### config.mk
export PLATFORM = sky130hd
export DESIGN_NAME = alu_arbiter
export DESIGN_NICKNAME = d
export VERILOG_FILES = /design/src/rtl/alu_arbiter.sv
export SDC_FILE = /design/constraint.sdc
export NUM_CORES = 1
export LEC_CHECK = 0
export CELL_PAD_IN_SITES_DETAIL_PLACEMENT = 0
export CELL_PAD_IN_SITES_GLOBAL_PLACEMENT = 2
export CORE_MARGIN = 4
export CORE_UTILIZATION = 34
export DETAILED_ROUTE_END_ITERATION = 16
export PLACE_DENSITY_LB_ADDON = 0.1
export SLEW_MARGIN = 10
export SYNTH_ARGS = -nofsm -noshare
export SYNTH_HDL_FRONTEND = slang
export SYNTH_SLANG_ARGS = --single-unit
### constraint.sdc
create_clock -name clk -period 9.6 [get_ports clk]
set_input_delay 1.44 -clock clk [delete_from_list [all_inputs] [get_ports clk]]
set_output_delay 1.44 -clock clk [all_outputs]
set_load 0.03 [all_outputs]
### src/rtl/alu_arbiter.sv
// alu_arbiter: round-robin sharing of one N-bit ALU between two requesters.
// One operation in flight at a time; operands and results are registered.
module alu_arbiter #(
  parameter int unsigned N = 8
) (
  input  logic         clk,
  input  logic         rst,
  input  logic         req0_valid,
  output logic         req0_ready,
  input  logic [N-1:0] req0_a,
  input  logic [N-1:0] req0_b,
  input  logic [2:0]   req0_op,
  input  logic         req1_valid,
  output logic         req1_ready,
  input  logic [N-1:0] req1_a,
  input  logic [N-1:0] req1_b,
  input  logic [2:0]   req1_op,
  output logic         rsp0_valid,
  input  logic         rsp0_ready,
  output logic [N-1:0] rsp0_c,
  output logic         rsp1_valid,
  input  logic         rsp1_ready,
  output logic [N-1:0] rsp1_c,
  output logic         busy
);

  typedef enum logic [1:0] {
    IDLE = 2'd0,
    EXEC = 2'd1,
    RESP = 2'd2
  } state_t;

  state_t       state;
  state_t       state_nxt;
  logic         gnt_c;
  logic         accept_c;
  logic         gnt_q;
  logic         last_q;
  logic [N-1:0] a_q;
  logic [N-1:0] b_q;
  logic [2:0]   op_q;
  logic [N-1:0] alu_c;

  // Grant selection, request handshake and next-state logic
  always_comb begin
    state_nxt  = state;
    gnt_c      = 1'b0;
    accept_c   = 1'b0;
    req0_ready = 1'b0;
    req1_ready = 1'b0;
    case (state)
      IDLE: begin
        if (req0_valid && req1_valid) begin
          gnt_c = ~last_q;
        end else begin
          gnt_c = req1_valid;
        end
        // ready is withheld while reset is asserted so all handshakes read 0
        accept_c   = (req0_valid | req1_valid) & ~rst;
        req0_ready = accept_c & ~gnt_c;
        req1_ready = accept_c & gnt_c;
        if (accept_c) begin
          state_nxt = EXEC;
        end
      end
      EXEC: begin
        state_nxt = RESP;
      end
      RESP: begin
        if (gnt_q ? rsp1_ready : rsp0_ready) begin
          state_nxt = IDLE;
        end
      end
      default: begin
        state_nxt = IDLE;
      end
    endcase
  end

  // Shared ALU on the latched operands; results truncated to N bits
  always_comb begin
    case (op_q)
      3'b000:  alu_c = a_q + b_q;
      3'b001:  alu_c = a_q - b_q;
      3'b010:  alu_c = N'(a_q * b_q);
      3'b011:  alu_c = a_q & b_q;
      default: alu_c = a_q | b_q;
    endcase
  end

  // State register
  always_ff @(posedge clk or posedge rst) begin
    if (rst) begin
      state <= IDLE;
    end else begin
      state <= state_nxt;
    end
  end

  // Operand latch, round-robin pointer and response registers
  always_ff @(posedge clk or posedge rst) begin
    if (rst) begin
      a_q        <= '0;
      b_q        <= '0;
      op_q       <= 3'b000;
      gnt_q      <= 1'b0;
      last_q     <= 1'b1;
      rsp0_valid <= 1'b0;
      rsp1_valid <= 1'b0;
      rsp0_c     <= '0;
      rsp1_c     <= '0;
    end else begin
      if (accept_c) begin
        a_q    <= gnt_c ? req1_a : req0_a;
        b_q    <= gnt_c ? req1_b : req0_b;
        op_q   <= gnt_c ? req1_op : req0_op;
        gnt_q  <= gnt_c;
        last_q <= gnt_c;
      end
      if (state == EXEC) begin
        if (gnt_q) begin
          rsp1_c     <= alu_c;
          rsp1_valid <= 1'b1;
        end else begin
          rsp0_c     <= alu_c;
          rsp0_valid <= 1'b1;
        end
      end
      if (state == RESP) begin
        if (gnt_q && rsp1_ready) begin
          rsp1_valid <= 1'b0;
        end
        if (!gnt_q && rsp0_ready) begin
          rsp0_valid <= 1'b0;
        end
      end
    end
  end

  assign busy = (state != IDLE);

endmodule

Word-level counts from Yosys, hierarchy flattened
Cells that the tools add are included.
{"block": "classes", "n_addsub": 2, "mul": 1, "eq_ne": 7, "mux": 22, "bitwise_logic": 10, "reduce_logical": 10}
{"operator": "case mux 8 bit (4 select lines)", "n": 1}
{"operator": "2-to-1 mux 8 bit", "n": 2}
{"operator": "2-to-1 mux 1 bit", "n": 15}
{"operator": "adder 8 bit", "n": 1}
{"operator": "bitwise AND 8 bit", "n": 1}
{"operator": "multiplier 8 x 8 -> 8 bit", "n": 1}
{"operator": "OR 8 bit", "n": 1}
{"operator": "subtractor 8 bit", "n": 1}
{"operator": "== test 3 x 2 -> 1 bit, second input constant", "n": 2}
{"operator": "case mux 2 bit (3 select lines)", "n": 1}
{"operator": "AND reduction 2 bit", "n": 3}
{"operator": "2-to-1 mux 2 bit", "n": 2}
{"operator": "inequality test 2 bit, second input constant", "n": 2}
{"operator": "NOT 1 bit", "n": 4}
{"operator": "bitwise AND 1 bit", "n": 3}
{"operator": "== test 3 x 1 -> 1 bit, second input constant", "n": 1}
{"operator": "logical AND 1 bit", "n": 3}
{"operator": "logical NOT 3 bit", "n": 1}
{"operator": "2-to-1 mux 3 bit", "n": 1}
{"operator": "== test 2 x 1 -> 1 bit, second input constant", "n": 1}
{"operator": "== test 2 bit, second input constant", "n": 1}
{"operator": "logical NOT 2 bit", "n": 1}
{"operator": "nonzero test 2 bit", "n": 1}
{"operator": "logical NOT 1 bit", "n": 1}
{"operator": "OR 1 bit", "n": 1}
{"block": "word_totals", "regBits": 41, "input_bits": 44, "word_cells": 62}

Longest topological paths before layout
Gate-level depths: netlist of the first run.
{"block": "depth", "word_depth": 6, "depth_mapped": 16}

Worst setup path before layout of the first run
Ideal clock, no wire load.
{"block": "synth_timing", "path_type": "reg2reg", "start": "register b_q[2]", "end": "register rsp1_c[7]", "setup_ns": 0.095, "arrival_time_ns": 4.261, "t_required_ns": 9.505, "slack_ns": 5.244, "stages_incl_launch_ff": 16, "n_path_buf": 1, "synth_period_minus_slack_ns": 4.356, "path_cell_list": "dfrtp_1 -> clkbuf_1 -> nand2_1 -> fa_1 -> fa_1 -> inv_1 -> fa_1 -> inv_1 -> fa_1 -> inv_1 -> ha_1 -> a21oi_1 -> xnor3_1 -> xnor3_1 -> o221a_1 -> o31ai_1"}
{"block": "synth_between", "elab_chain_cells": 2}
{"item": "start: declaration", "line_no": "40", "rtl": "logic [N-1:0] b_q;"}
{"item": "start signal: assignment", "line_no": "115", "rtl": "b_q <= gnt_c ? req1_b : req0_b;"}
{"item": "multiplier 8 x 8 -> 8 bit (tied with other cells)", "line_no": "85", "rtl": "3'b010: alu_c = N'(a_q * b_q);"}
{"item": "case mux 8 bit (4 select lines) *", "line_no": "82", "rtl": "case (op_q)"}
{"item": "end signal: assignment", "line_no": "122", "rtl": "rsp1_c <= alu_c;"}
{"item": "end: declaration", "line_no": "23", "rtl": "output logic [N-1:0] rsp1_c,"}
Mark *: on every way between the ends. The rest lies on a longest branch, timed or not.
A chain may end at the register's enable or synchronous reset.

Final worst setup path of the first run
{"block": "layout_timing", "start": "input port req1_valid", "end": "output port req1_ready"}
{"block": "layout_between", "elab_chain_cells": 5}
{"item": "start: declaration", "line_no": "13", "rtl": "input logic req1_valid,"}
{"item": "logical AND 1 bit", "line_no": "53", "rtl": "if (req0_valid && req1_valid) begin"}
{"item": "2-to-1 mux 1 bit", "line_no": "53"}
{"item": "2-to-1 mux 1 bit", "line_no": "51", "rtl": "case (state)"}
{"item": "bitwise AND 1 bit *", "line_no": "61", "rtl": "req1_ready = accept_c & gnt_c;"}
{"item": "2-to-1 mux 1 bit *", "line_no": "51"}
{"item": "end: declaration", "line_no": "14", "rtl": "output logic req1_ready,"}
Mark *: on every way between the ends. The rest lies on a longest branch, timed or not. The select of a mux whose other input is x is not followed.

==> results.txt, run 1 <==
----------------------------------------------------
[Outcome]
  Status ... finished clean

[Layout]
  Antenna Cells ... 0
  Layout cell share with drive strength beyond 1 ... under 10%
  Post-layout net count ... 528
  Relative area change from synthesis to final layout ... 23.80%
  Core occupancy in the finished layout ... 43.28%
  Layout filler cell count ... ~1000
  Area of the multi-input gates ... 0.002172 mm^2
  FF/Latch Area ... 0.001027 mm^2

[Synthesis]
  Area share of the leading cell type in the synthesized netlist ... 29.15%
  Cells after Synth ... slightly below 400
  Number of unique standard cell types used by synthesis ... 52
  Avg Inst Size Synth ... 8.714 um^2
  Proportion of synthesized chip area in sequential cells ... 29.92%
  Number of flops mapped to enable cells by yosys ... 0
  Area of the mapped netlist ... around 0.0034 mm^2
  Proportion of register bits with asynchronous set or reset after synthesis ... 100.0%
  Post-synth net total ... 477
  Total number of yosys warnings ... 0
  Count of state elements after synthesis ... 41
  Cell types with the largest area share after synthesis ... dfrtp_1 (29%), ha_1 (9.5%), fa_1 (7.6%)
  Yosys top cell by area ... dfrtp_1
  Most instantiated flip-flop cell in the synthesis netlist ... dfrtp_1

[Timing]
  Top achievable clock speed ... 205.5 MHz
  Setup slack of the critical path after layout ... 4.733 ns
  Measured slew at the worst slew-check pin ... between 1 and 1.5 ns
  Final count of hold timing violations ... 0
  Number of max-slew violations in the final report ... 0
  Total negative slack ... 0 ns
  Worst relative slew slack ... 25.04%
  Crit path time final ... 4.867 ns
  Clock skew after layout ... 0.008641 ns
  RSZ-0062 raised after global routing ... no
  Final clock period utilization by the worst path ... 50.70%
  # setup viols final ... 0

[CTS]
  Root buffer cell ... clkbuf_8
  Number of gates resized after CTS ... 0
  Number of levels the H-tree was split into ... 2
  CTS tree ... built
  Number of buffers created by CTS ... 5
  Total number of clock tree sinks ... 41
  Skew-Pair Late Insertion Delay ... 0.29 ns
  Number of buffers inserted by hold repair at cts ... 0
  Buffer count from post-CTS setup fixing ... 0
  Clock Pin Slew Worst Setup and Hold Paths ... roughly 0.070 ns
  Max clock buf depth ... 2

[Routing]
  TritonRoute pass-1 iters ... 4
  Vias after detailed routing ... 2776
  Total DRC errors in the routed layout ... 0
  Wire length per cell ... 14.63 um
  Count of nets left with antenna violations after detail routing ... 0
  Vias per Instance ... about 4.8
  Initial detailed-routing violation count ... 65
  WL final ... ~8.5 mm

[Die]
  Std-Cell Core Area ... 0.009819 mm^2
  Initial Util ... 34.96%
  Row count ... 36
  Overall die area ... 0.01177 mm^2
  Number of top-level pins ... 65
  Chip Width ... approximately 110 um
  Die height ... 108.5 um

[Global routing]
  Pin count of the biggest net entering global routing ... 43
  Global-route wire length before repair ... 14.10 mm
  Remaining global-route overflow ... 0
  Overall routing resource usage ... 15.21%
  Number of global-route vias before repair ... 2775
  Antenna violations before repair ... 0

[Setup path]
  Arr. time, crit path ... 3.43 ns
  Required time reported for the critical path endpoint ... 8.16 ns
  Worst-path cell with the longest stage delay ... clkdlybuf4s50_1
  Worst path most repeated cell ... clkdlybuf4s50_1
  Worst stage delay on the critical path ... 0.68 ns
  CP endpoint kind ... output pin
  Startpoint type of the worst setup path ... input pin
  Cell chain of the critical path ... clkdlybuf4s50_1, nor2_1, or3_1, buf_4, inv_2, and2_1, clkdlybuf4s50_1
  Worst Path Max Fanout ... 42
  Critical path class ... input pin to output pin

[Pwr]
  Leakage Power ... 1.995 nW
  Power per cell area ... 413.3 mW/mm^2
  Worst IR drop on VDD ... approximately 0.14 mV

[Flow run]
  Max Cap Viol ... 0

[Placed design]
  Detail Placement HPWL ... 6.649 mm
  Weighted congestion reported at the end of routability-driven placement ... 0.7665
  # port buffers ... 64
  Post-place setup slack ... 4.731 ns

[Hold path]
  Hold WC Path Type ... register to register

----------------------------------------------------
-- critical path, delay by kind of cell --
kind,cells,cell delay (ns)
buffers and inverters,4,1.49
and+or+nand+nor,3,0.48
-- layer usage --
layer	up-vias	track usage (%)	share of wire (%)
met5	-	0	0
met4	0	2.164	0.63
met3	6	2.567	4.3
met2	58	25.68	48
met1	1282	20.88	48
li1	1430	-	-
-- synthesized netlist by cell type, drive strengths merged (4+ instances only) --
cell type and instances:
nand2 65, ha 26, a31oi 4, a21oi 17, and2 14, buf 8, a31o 4, nand2b 4
nor2b 6, clkbuf 14, inv 36, dfrtp 40, nor3 7, nand3 4, o21ai 33, mux2i 22
xnor2 17, a21o 4, nor2 14, fa 13
-- sequential cells by signal, indices dropped and copies added (netlist names) --
signal / cells
a_q: 8
rsp1_valid: 1
rsp0_c: 8
op_q: 3
gnt_q: 1
state: 2
last_q: 1
rsp1_c: 8
b_q: 8
rsp0_valid: 1
-- final cells by class --
type                            instances  share of cell area (%)
Timing Repair Buffer                   66                   15.43
Clock inverter                          1                  0.1766
Clock buffer                            7                   2.031
Inverter                               36                   3.179
Sequential cell                        41                   24.17
Tap cell                              133                   3.915
Multi-Input combinational cell        295                   51.10
-- stage by stage --
step	std cells	area, um^2	power [mW]	hold slack (ns)
finish	579	4250	1.757	0.4795
global route	579	4250	1.962	0.5108
CTS	579	4250	1.792	0.4869
detailed placement	571	4156	1.662	0.4698
global placement	571	4156	1.660	0.4606
floorplan	394	3433	1.301	0.4876
-- placed cells by master (no fill, tap or decap), types with 6 or more instances in the layout --
cell / count
clkdlybuf4s50_1: 64
nor2_1: 14
xnor2_1: 17
fa_1: 13
ha_1: 26
o21ai_1: 20
mux2i_1: 22
nor3_1: 7
o21ai_0: 13
inv_1: 35
nand2_1: 63
clkbuf_8: 6
a21oi_1: 17
nor2b_1: 6
dfrtp_1: 40
and2_1: 10
-- power by group --
part           internal (mW)  switching [mW]  total (mW)
Clock                 0.0585          0.0605       0.119
Sequential             0.253           0.165       0.418
Combinational          0.567           0.653        1.22
Total                  0.878           0.878        1.76
-- kinds of logic (layout without fill, tap and decap cells) --
kind of cell,Yosys count,in the layout,synth area share [%]
mux,24,24,7.070
buf+inv,58,110,6.815
fa+ha+maj,39,39,17.06
simple gates,130,130,18.51
compound gates,80,80,14.21
flops,41,41,29.92
xor+xnor,22,22,6.414
-- worst paths after layout --
kind	slack (ns)	depth (start not counted)	start	endpoint
setup / recovery	4.73	7	req1_valid	req1_ready
hold / removal	0.48	2	rsp0_c[2]$_DFFE_PP0P_	rsp0_c[2]$_DFFE_PP0P_
setup reg to reg	5.00	14	b_q[4]$_DFFE_PP0P_	rsp0_c[7]$_DFFE_PP0P_
hold reg to reg	0.48	2	rsp0_c[2]$_DFFE_PP0P_	rsp0_c[2]$_DFFE_PP0P_
max in group asynchronous	7.63	3	rst	rsp0_c[1]$_DFFE_PP0P_
min in group asynchronous	1.61	3	rst	a_q[6]$_DFFE_PP0P_
No activity file was read; power rests on OpenSTA's default activity.
==> run 2: changes to the inputs <==
--- a/config.mk
+++ b/config.mk
@@ -8,7 +8,7 @@
 export CELL_PAD_IN_SITES_DETAIL_PLACEMENT = 0
 export CELL_PAD_IN_SITES_GLOBAL_PLACEMENT = 2
 export CORE_MARGIN = 4
-export CORE_UTILIZATION = 34
+export CORE_UTILIZATION = 29
 export DETAILED_ROUTE_END_ITERATION = 16
 export PLACE_DENSITY_LB_ADDON = 0.1
 export SLEW_MARGIN = 10
==> constraint.sdc (replaced) <==
create_clock -name clk -period 4.1 [get_ports clk]
set_input_delay 0.615 -clock clk [delete_from_list [all_inputs] [get_ports clk]]
set_output_delay 0.615 -clock clk [all_outputs]
set_load 0.03 [all_outputs]
==> run 2 against run 1 <==
Against the previous run: first-iteration DRC count increased by 42%; design area increased by 8.8%; register-to-register slack lost 4.8 ns; non-clock buffer count grew 31; setup slack worse by 4.5 ns; flip-flop and latch count unchanged; via count rose by 7.1%; critical path depth up 7; core utilization is 3.1 points lower; largest power group unchanged.
==> results.txt, run 2 (synthesis results as in run 1) <==
----------------------------------------------------
[Outcome]
  Status ... finished clean (unchanged)

[Setup path]
  R2R depth ... 14 (unchanged)
  Critical path class ... register to register (was input pin to output pin)
  Worst Path Max Fanout ... 6 (was 42)
  Required time reported for the critical path endpoint ... 4.28 ns (was 8.16 ns)
  Worst-path cell with the longest stage delay ... fa_1 (was clkdlybuf4s50_1)
  Startpoint type of the worst setup path ... register (was input pin)
  Cell chain of the critical path ... nand2_2, fa_2, fa_1, inv_1, fa_1, inv_1, fa_1, inv_2, ha_4, a21oi_2, xnor3_1, xnor3_1, o221a_1, o31ai_2 (was clkdlybuf4s50_1, nor2_1, or3_1, buf_4, inv_2, and2_1, clkdlybuf4s50_1)
  CP endpoint kind ... register (was output pin)
  Worst stage delay on the critical path ... 0.49 ns (was 0.68 ns)
  Worst path most repeated cell ... fa_1 (was clkdlybuf4s50_1)
  Arr. time, crit path ... 4.10 ns (was 3.43 ns)

[Die]
  Overall die area ... 0.01364 mm^2 (was 0.01177 mm^2)
  Number of top-level pins ... 65 (unchanged)
  Initial Util ... 29.81% (was 34.96%)
  Chip Width ... 116.8 um (was 108.5 um)
  Std-Cell Core Area ... 0.01152 mm^2 (was 0.009819 mm^2)
  Die height ... 116.8 um (was 108.5 um)
  Row count ... 39 (was 36)

[Timing]
  # setup viols final ... 0 (unchanged)
  Worst relative slew slack ... 24.43% (was 25.04%)
  Top achievable clock speed ... 255.3 MHz
  RSZ-0062 raised after global routing ... no (unchanged)
  Number of max-slew violations in the final report ... 0 (unchanged)
  Total negative slack ... 0 ns (unchanged)
  Clock skew after layout ... 0.009047 ns (was 0.008641 ns)
  Crit path time final ... 3.917 ns
  Measured slew at the worst slew-check pin ... 1.133 ns (was 1.124 ns)
  Final count of hold timing violations ... 0 (unchanged)
  Fin Hold WS ... 0.4757 ns (was 0.4795 ns)
  Final clock period utilization by the worst path ... 95.53%

[Placed design]
  # port buffers ... 64 (unchanged)
  Number of placed instances with taps included ... 610 (was 571)
  Detail Placement HPWL ... 7.597 mm (was 6.649 mm)
  Weighted congestion reported at the end of routability-driven placement ... 0.8414 (was 0.7665)

[CTS]
  Max clock buf depth ... 2 (unchanged)
  Clock Pin Slew Worst Setup and Hold Paths ... 0.06 ns (was 0.07 ns)
  Root buffer cell ... clkbuf_16 (was clkbuf_8)
  Skew-Pair Late Insertion Delay ... 0.28 ns (was 0.29 ns)
  Number of buffers inserted by hold repair at cts ... 0 (unchanged)
  Number of buffers created by CTS ... 5 (unchanged)
  CTS tree ... built (unchanged)
  Number of levels the H-tree was split into ... 2 (unchanged)
  Total number of clock tree sinks ... 41 (unchanged)

[Routing]
  Initial detailed-routing violation count ... 92 (was 65)
  TritonRoute pass-1 iters ... 4 (unchanged)
  Wire length per cell ... 14.95 um (was 14.63 um)
  Total DRC errors in the routed layout ... 0 (unchanged)
  Vias after detailed routing ... 2972 (was 2776)
  Count of nets left with antenna violations after detail routing ... 0 (unchanged)
  Vias per Instance ... 4.794 (about the same)
  WL final ... 9.268 mm (was 8.473 mm)

[Layout]
  Commonest non-fill, non-tap cells in the layout ... clkdlybuf4s50_1 (64), nand2_1 (57), dfrtp_1 (35) (was clkdlybuf4s50_1 (64), nand2_1 (63), dfrtp_1 (40))
  Layout cell share with drive strength beyond 1 ... 16.35% (was 5.605%)
  Post-layout net count ... 559 (was 528)
  Layout filler cell count ... 1207 (was 1046)
  Area of the multi-input gates ... 0.002250 mm^2 (was 0.002172 mm^2)
  Core occupancy in the finished layout ... 40.15% (was 43.28%)
  Final standard cell count with taps included and fillers excluded ... 620 (was 579)
  FF/Latch Area ... 0.001033 mm^2 (was 0.001027 mm^2)
  Antenna Cells ... 0 (unchanged)
  Most common cell after layout, fill and taps aside ... clkdlybuf4s50_1 (unchanged)
  Relative area change from synthesis to final layout ... 34.66% (was 23.80%)

[Global routing]
  Overall routing resource usage ... 14.41% (was 15.21%)
  Number of global-route vias before repair ... 3010 (was 2775)
  Global-route wire length before repair ... 15.27 mm (was 14.10 mm)
  Antenna violations before repair ... 0 (unchanged)
  Pin count of the biggest net entering global routing ... 42 (was 43)
  Remaining global-route overflow ... 0 (unchanged)

[Pwr]
  Leakage Power ... 2.163 nW (was 1.995 nW)
  Worst IR drop on VDD ... 0.3066 mV (was 0.1439 mV)
  Net load switching power ... 2.211 mW (was 0.8784 mW)
  Power per cell area ... 1017 mW/mm^2 (was 413.3 mW/mm^2)
  Internal power ... 2.490 mW (was 0.8783 mW)
  Switching part of the total ... 47.04% (was 50.00%)
  Sequential group share of total power ... 16.7% (was 23.8%)
  Share of power burned in combinational logic ... 75.3% (was 69.4%)
  Proportion of power drawn by the clock network ... 8.0% (was 6.8%)

[Flow run]
  Max Cap Viol ... 0 (unchanged)

[Hold path]
  Hold Path Depth ... 2 (unchanged)
  Hold WC Path Type ... register to register (unchanged)

----------------------------------------------------
## run 2: changes by cell type in the layout (fill, tap and decap cells not counted), moves of 2 or more
cell / before / now
nand2_2: 1 / 7
nand2_1: 63 / 57
clkbuf_16: 0 / 5
inv_1: 35 / 33
dfrtp_1: 40 / 35
clkbuf_8: 6 / 0
dfrtp_2: 0 / 5
fa_2: 0 / 3
inv_2: 1 / 3
buf_4: 2 / 33
fa_1: 13 / 10
ha_4: 0 / 3
ha_1: 26 / 22
## run 2: metrics by stage
step / power [mW] / instance area, um^2 / setup slack, ns
floorplan: 3.125 / 3471 / 0.006385
global placement: 4.224 / 4408 / -0.03394
detailed placement: 4.260 / 4408 / -0.1254
CTS: 4.653 / 4546 / 0.03702
global route: 5.200 / 4623 / 0.0005635
finish: 4.701 / 4623 / 0.1833
## run 2: area by class of cell
cell class | instances | share of cell area [%]
Timing Repair Buffer | 97 | 19.22
Sequential cell | 41 | 22.35
Clock buffer | 7 | 2.869
Multi-Input combinational cell | 295 | 48.66
Clock inverter | 1 | 0.1083
Inverter | 36 | 2.923
Tap cell | 143 | 3.870
## run 2: path summary, 6_finish.rpt
check	startpoint	slack, ns	end
max in group asynchronous	rst	2.91	b_q[2]$_DFFE_PP0P_
setup / recovery	b_q[2]$_DFFE_PP0P_	0.18	rsp1_c[7]$_DFFE_PP0P_
hold / removal	rsp0_c[0]$_DFFE_PP0P_	0.48	rsp0_c[0]$_DFFE_PP0P_
min in group asynchronous	rst	0.80	rsp1_valid$_DFF_PP0_
setup reg to reg	b_q[2]$_DFFE_PP0P_	0.18	rsp1_c[7]$_DFFE_PP0P_
hold reg to reg	rsp0_c[0]$_DFFE_PP0P_	0.48	rsp0_c[0]$_DFFE_PP0P_
## run 2: what timing repair did
| action | CTS | global route |
|---|---|---|
| setup endpoints to repair | 2 | 4 |
| resized for setup | 0 | 19 |
| pin swaps | 2 | 15 |
| buffers inserted | 0 | 2 |
## run 2: layer usage
metal / wire (um) / GRT usage (%) / share of wire, % / vias to the layer above
li1: - / - / - / 1484
met4: 178 / 4.511 / 1.9 / 0
met2: 4344 / 23.63 / 47 / 65
met3: 330 / 2.828 / 3.6 / 10
met5: 0 / 0 / 0 / -
met1: 4414 / 19.21 / 48 / 1413
## run 2: power by group through the flow
stage	clock, mW	combinational (mW)	sequential [mW]
global placement	0	3.45	0.776
floorplan	0	2.23	0.898
finish	0.375	3.54	0.786
global route	0.408	3.97	0.818
detailed placement	0	3.47	0.786
CTS	0.389	3.49	0.779
## run 2: critical path, delay by kind of cell, from the launching register on
family,cells,cell delay (ns)
adders and majority gates,5,2.07
AOI/OAI and AO/OA,3,0.68
xor gates and xnor gates,2,0.44
DFF,1,0.41
buffers and inverters,3,0.15
and+or+nand+nor,1,0.08
